## config.mk

```make
export PLATFORM = sky130hd
export DESIGN_NAME = exec_unit
export DESIGN_NICKNAME = d
export VERILOG_FILES = /design/src/rtl/exec_unit_pkg.sv /design/src/rtl/exec_unit_mul_seq.sv /design/src/rtl/exec_unit.sv
export SDC_FILE = /design/constraint.sdc
export NUM_CORES = 1
export LEC_CHECK = 0
export CORE_MARGIN = 1
export CORE_UTILIZATION = 65
export CTS_CLUSTER_SIZE = 10
export DETAILED_ROUTE_END_ITERATION = 7
export PLACE_DENSITY = 0.87
export SLEW_MARGIN = 5
export SYNTH_ARGS = -nofsm -noshare
export SYNTH_HDL_FRONTEND = slang
export SYNTH_SLANG_ARGS = --single-unit
export TNS_END_PERCENT = 30
```

## constraint.sdc

```tcl
create_clock -name clk -period 5.6 [get_ports clk]
set_input_delay 1.12 -clock clk [delete_from_list [all_inputs] [get_ports clk]]
set_output_delay 1.12 -clock clk [all_outputs]
set_load 0.01 [all_outputs]
```

## src/rtl/exec_unit_pkg.sv

```systemverilog
// Shared definitions for the execute stage: opcodes, FSM states, MUL iteration count.
package exec_unit_pkg;

  localparam int unsigned DEF_DATA_W = 32;
  localparam int unsigned DEF_ADDR_W = 3;

  // One shift-add iteration per operand bit.
  localparam int unsigned MUL_ITERS  = DEF_DATA_W;

  typedef enum logic [2:0] {
    OP_ADD = 3'd0,
    OP_SUB = 3'd1,
    OP_AND = 3'd2,
    OP_OR  = 3'd3,
    OP_XOR = 3'd4,
    OP_SLL = 3'd5,
    OP_SRA = 3'd6,
    OP_MUL = 3'd7
  } op_e;

  typedef enum logic {
    ST_IDLE = 1'b0,
    ST_MUL  = 1'b1
  } state_e;

endpackage

```

## src/rtl/exec_unit_mul_seq.sv

```systemverilog
// Sequential shift-add multiplier: one partial product per clock, fixed ITERS-cycle latency.
// done/p describe the edge that performs the final iteration, so the parent can
// register the product on that same edge.
module mul_seq
  import exec_unit_pkg::*;
#(
  parameter int unsigned DATA_W = DEF_DATA_W,
  parameter int unsigned ITERS  = MUL_ITERS
) (
  input  logic              clk,
  input  logic              n_rst,
  input  logic              start,
  input  logic [DATA_W-1:0] a,
  input  logic [DATA_W-1:0] b,
  output logic              done,
  output logic [DATA_W-1:0] p
);

  localparam int unsigned CW = $clog2(ITERS);
  localparam logic [CW-1:0] CNT_LAST = CW'(ITERS - 1);

  logic [DATA_W-1:0] a_q, a_d;
  logic [DATA_W-1:0] b_q, b_d;
  logic [DATA_W-1:0] acc_q, acc_d;
  logic [CW-1:0]     cnt_q, cnt_d;
  logic              active_q, active_d;

  logic [DATA_W-1:0] addend;
  logic [DATA_W-1:0] acc_next;
  logic              last_iter;

  // Next iteration: conditionally add the shifted multiplicand, advance shifts and counter.
  always_comb begin
    addend    = b_q[0] ? a_q : '0;
    acc_next  = acc_q + addend;
    last_iter = active_q && (cnt_q == CNT_LAST);

    a_d      = a_q;
    b_d      = b_q;
    acc_d    = acc_q;
    cnt_d    = cnt_q;
    active_d = active_q;

    if (start) begin
      a_d      = a;
      b_d      = b;
      acc_d    = '0;
      cnt_d    = '0;
      active_d = 1'b1;
    end else if (active_q) begin
      acc_d = acc_next;
      a_d   = a_q << 1;
      b_d   = b_q >> 1;
      cnt_d = cnt_q + CW'(1);
      if (last_iter) begin
        active_d = 1'b0;
      end
    end
  end

  // Multiplier state registers; reset aborts any operation in flight.
  always_ff @(posedge clk or negedge n_rst) begin
    if (!n_rst) begin
      a_q      <= '0;
      b_q      <= '0;
      acc_q    <= '0;
      cnt_q    <= '0;
      active_q <= 1'b0;
    end else begin
      a_q      <= a_d;
      b_q      <= b_d;
      acc_q    <= acc_d;
      cnt_q    <= cnt_d;
      active_q <= active_d;
    end
  end

  // Product includes the iteration being performed on the completing edge.
  assign done = last_iter;
  assign p    = acc_next;

endmodule

```

## src/rtl/exec_unit.sv

```systemverilog
// Execute stage: single-cycle ALU ops plus a sequential MUL, writing back through wa/wd/we.
module exec_unit
  import exec_unit_pkg::*;
#(
  parameter int unsigned DATA_W = DEF_DATA_W,
  parameter int unsigned ADDR_W = DEF_ADDR_W
) (
  input  logic              clk,
  input  logic              n_rst,
  input  logic              in_valid,
  output logic              in_ready,
  input  logic [2:0]        op,
  input  logic [ADDR_W-1:0] dst,
  input  logic [DATA_W-1:0] a,
  input  logic [DATA_W-1:0] b,
  output logic [ADDR_W-1:0] wa,
  output logic [DATA_W-1:0] wd,
  output logic              we,
  output logic              busy
);

  localparam int unsigned SHW = $clog2(DATA_W);

  state_e            state_q, state_d;
  logic [ADDR_W-1:0] dst_q, dst_d;
  logic [ADDR_W-1:0] wa_q, wa_d;
  logic [DATA_W-1:0] wd_q, wd_d;
  logic              we_q, we_d;
  logic              in_ready_q, in_ready_d;
  logic              busy_q, busy_d;

  logic              accept;
  logic              mul_start;
  logic              mul_done;
  logic [DATA_W-1:0] mul_p;
  logic [DATA_W-1:0] alu_res;
  logic [SHW-1:0]    shamt;

  assign accept    = in_valid && in_ready_q;
  assign mul_start = accept && (op_e'(op) == OP_MUL);

  mul_seq #(
    .DATA_W (DATA_W),
    .ITERS  (DATA_W)
  ) u_mul (
    .clk   (clk),
    .n_rst (n_rst),
    .start (mul_start),
    .a     (a),
    .b     (b),
    .done  (mul_done),
    .p     (mul_p)
  );

  // Single-cycle ALU result; shifts use only the low log2(DATA_W) bits of b.
  always_comb begin
    shamt = b[SHW-1:0];
    case (op_e'(op))
      OP_ADD:  alu_res = a + b;
      OP_SUB:  alu_res = a - b;
      OP_AND:  alu_res = a & b;
      OP_OR:   alu_res = a | b;
      OP_XOR:  alu_res = a ^ b;
      OP_SLL:  alu_res = a << shamt;
      OP_SRA:  alu_res = $signed(a) >>> shamt;
      default: alu_res = '0;
    endcase
  end

  // FSM next state and writeback: we is a one-cycle pulse, wa/wd hold otherwise.
  always_comb begin
    state_d = state_q;
    dst_d   = dst_q;
    wa_d    = wa_q;
    wd_d    = wd_q;
    we_d    = 1'b0;

    case (state_q)
      ST_IDLE: begin
        if (mul_start) begin
          dst_d   = dst;
          state_d = ST_MUL;
        end else if (accept) begin
          we_d = 1'b1;
          wa_d = dst;
          wd_d = alu_res;
        end
      end
      ST_MUL: begin
        if (mul_done) begin
          we_d    = 1'b1;
          wa_d    = dst_q;
          wd_d    = mul_p;
          state_d = ST_IDLE;
        end
      end
      default: state_d = ST_IDLE;
    endcase

    in_ready_d = (state_d == ST_IDLE);
    busy_d     = (state_d == ST_MUL);
  end

  // Control and writeback registers; handshake outputs are registered copies of the next state.
  always_ff @(posedge clk or negedge n_rst) begin
    if (!n_rst) begin
      state_q    <= ST_IDLE;
      dst_q      <= '0;
      wa_q       <= '0;
      wd_q       <= '0;
      we_q       <= 1'b0;
      in_ready_q <= 1'b1;
      busy_q     <= 1'b0;
    end else begin
      state_q    <= state_d;
      dst_q      <= dst_d;
      wa_q       <= wa_d;
      wd_q       <= wd_d;
      we_q       <= we_d;
      in_ready_q <= in_ready_d;
      busy_q     <= busy_d;
    end
  end

  assign wa       = wa_q;
  assign wd       = wd_q;
  assign we       = we_q;
  assign in_ready = in_ready_q;
  assign busy     = busy_q;

endmodule
```

==> results.cfg <==
[power_and_ir_drop]
p_leak_nw = 7.97
power_density_nw_per_um2 = 382
ir_worst_vdd_v = 0.000476
finalPower_mw = 6.72

[timing]
hold_violations = 0
tightest_slew_ns = 1.16
hold_slack_ns = 0.478
finalSetupViolCount = 0
max_slew_margin = 0.206
finalCriticalPeriod_ns = 5.10
layout_setup_ws_ns = 0.498
maxSlewViolCount = 0
setup-tns-final_ns = 0
fin_crit_sh = 0.911
fmax_mhz = 196
fin_skew_ns = 0.0147
rsz0062_at_grt = false

[synth]
synth-seq-area-share = 0.230
synth-main-ff-cell = dfrtp_1
mappedNetlistNets = 2071
ys_ff_latch = 143
syn_area_um2 = 15600
netlist_instances = 1866
async_reset_ff_frac = 1.00
synth_common_cells = 215 x nor2_1, 168 x nand2_1, 151 x mux2i_1, 142 x dfrtp_1, 133 x o21ai_0
syn_area_per_cell_um2 = 8.36
yosys.cell_types.count = 84
synth_edf_count = 0
ys_top_cells_by_area = dfrtp_1 23%, ha_1 10%, mux2i_1 9.7%
synth.most_common_cell = nor2_1
synth_top_area_frac = 0.228
synth-warning-count = 0
synth_top_area_cell = dfrtp_1

[worst_setup_path]
cp-end-kind = flip-flop
crit_chain = clkdlybuf4s50_1 -> or3_1 -> or3_1 -> nor2_1 -> buf_4 -> nand2_1 -> nand2_1 -> xnor2_1 -> ha_1 -> and3_1 -> and2_1 -> a22oi_1 -> a21oi_1 -> nor3_1 -> o41ai_1 -> buf_4 -> a41o_1 -> nor3_1 -> a211oi_2
crit_arrival_ns = 5.39
start_kind = primary input
slowest_stage = or3_1
worstSetupPathType = in -> reg
crit_path_max_fanout = 5
crit_required_ns = 5.89
cpPeakStageDelay_ns = 0.49

[route]
ant_nets = 0
drtIter0Drc = 2388
wl_per_cell_um = 24.5
first_pass_iters = 8
remaining_drc_errors = 3
viasPerCell = 6.95
wirelength_um = 55300
via_count = 15707

[cts]
clk_pin_slew_ns = 0.07
cts_buffers = 17
cts.sinks = 143
root_buffer = clkbuf_16
cts_setup_buffers = 0
htree_levels = 4
tritoncts = yes
cts_hold_buf = 0
clockBufferDepth = 2
clk_latency_ns = 0.44
cts_resized = 0

[placement]
place_congestion = 1.00
place_ws_ns = 0.149
postPlaceCellArea_um2 = 17000
port_buffers = 110
hpwl_um = 40300
dp_cells = 2228

[grt]
top_usage_layer = met2
grt_pass1_wl_um = 84000
grt_max_degree = 102
use_met1 = 0.592
antenna_found_initial = 0
use_met2 = 0.698
grt_use_total = 0.453
globalRouteOverflowTotal = 0
grt_use_met3 = 0.126
grt_pass1_vias = 14713

[flow_run]
max_cap_violations = 0

[floorplanning]
initial_utilization = 0.664
fp.dieH_um = 157
die_x_um = 157
core_area_um2 = 23500
die_area_um2 = 24600
io_pins = 111
num_rows = 56

[final_layout]
areaGrowthSynthToFinish_pct = 12.8
finish.instance_area_um2 = 17600
n_antenna_cell = 0
fillers = 1732
utilization = 0.750
finalNetCount = 2133
drive_gt1_frac = 0.104
final_cell_count_no_fill = 2260

[status]
violations = DRC
status = finished with violations

[hold_path]
min_path_type = reg -> reg
## per-layer routing
metal | share of wire | wire length (um)
met1 | 0.39 | 21300
met4 | 0.045 | 2490
met2 | 0.44 | 24500
met5 | 0 | 0
met3 | 0.13 | 7010
## placed cells by master (no fill, tap or decap), types with 15 or more instances in the layout
cell and count:
xnor2_1 56, ha_1 130, a211oi_1 17, nor3_1 39, mux4_2 54, dfrtp_1 141, clkbuf_16 17, o21ai_0 133
xor2_1 22, inv_1 84, clkdlybuf4s50_1 104, o21ai_1 18, a31oi_1 21, nand3_1 21, nand2_1 168, mux2i_1 151
a222oi_1 16, a221oi_1 19, buf_4 61, o21a_1 21, a21oi_1 125, and3_1 15, a21o_1 24, nor2_1 213
and2_1 40
## flip-flops by register name, summed over array words and instances (netlist names), 3 cells and up
name / flops
wa: 3
u_mul.b_q: 32
wd: 32
u_mul.cnt_q: 5
dst_q: 3
u_mul.a_q: 32
u_mul.acc_q: 32
## worst max-delay path, delay by kind of cell
| family | cells | cell delay [ns] |
|---|---|---|
| simple gates | 9 | 2.14 |
| fa+ha+maj | 1 | 0.31 |
| buf+inv | 3 | 0.77 |
| xor+xnor | 1 | 0.13 |
| compound gates | 5 | 0.93 |
## path summary, 6_finish.rpt
| check | from | cells past startpoint | end | slack (ns) |
|---|---|---|---|---|
| setup reg to reg | u_mul.b_q[0] | 11 | wd[28] | 1.32 |
| hold reg to reg | wd[11] | 2 | wd[11] | 0.48 |
| max in group asynchronous | n_rst | 2 | u_mul.acc_q[20] | 3.65 |
| hold / removal | wd[11] | 2 | wd[11] | 0.48 |
| setup / recovery | b[5] | 19 | wd[31] | 0.50 |
| min in group asynchronous | n_rst | 1 | wd[4] | 0.81 |
## report_power, final
part	switching [mW]	total (mW)	internal [mW]	leakage, nW
combinational	2.02	3.58	1.55	5.90
sequential	0.432	1.93	1.50	1.79
clock	0.582	1.22	0.637	0.290
total	3.04	6.72	3.69	7.97
## cells by family (layout without fill, tap and decap cells)
| kind of cell | after synthesis | count (layout) | synth area share |
|---|---|---|---|
| DFF | 143 | 143 | 0.230 |
| and+or+nand+nor | 561 | 561 | 0.161 |
| AOI/OAI and AO/OA | 517 | 517 | 0.217 |
| xor gates and xnor gates | 79 | 79 | 0.0449 |
| muxes | 218 | 218 | 0.184 |
| buffers and inverters | 216 | 291 | 0.0557 |
| adders and majority gates | 132 | 132 | 0.107 |
## layout make-up
cell class	instances	area, um2	area share
Multi-Input combinational cell	1507	11200	0.634
Sequential cell	143	3580	0.204
Timing Repair Buffer	170	1530	0.0870
Clock buffer	17	425	0.0242
Tap cell	319	399	0.0227
Inverter	89	334	0.0190
Clock inverter	15	165	0.00939
Note: power is estimated with default switching activity, not from simulation.
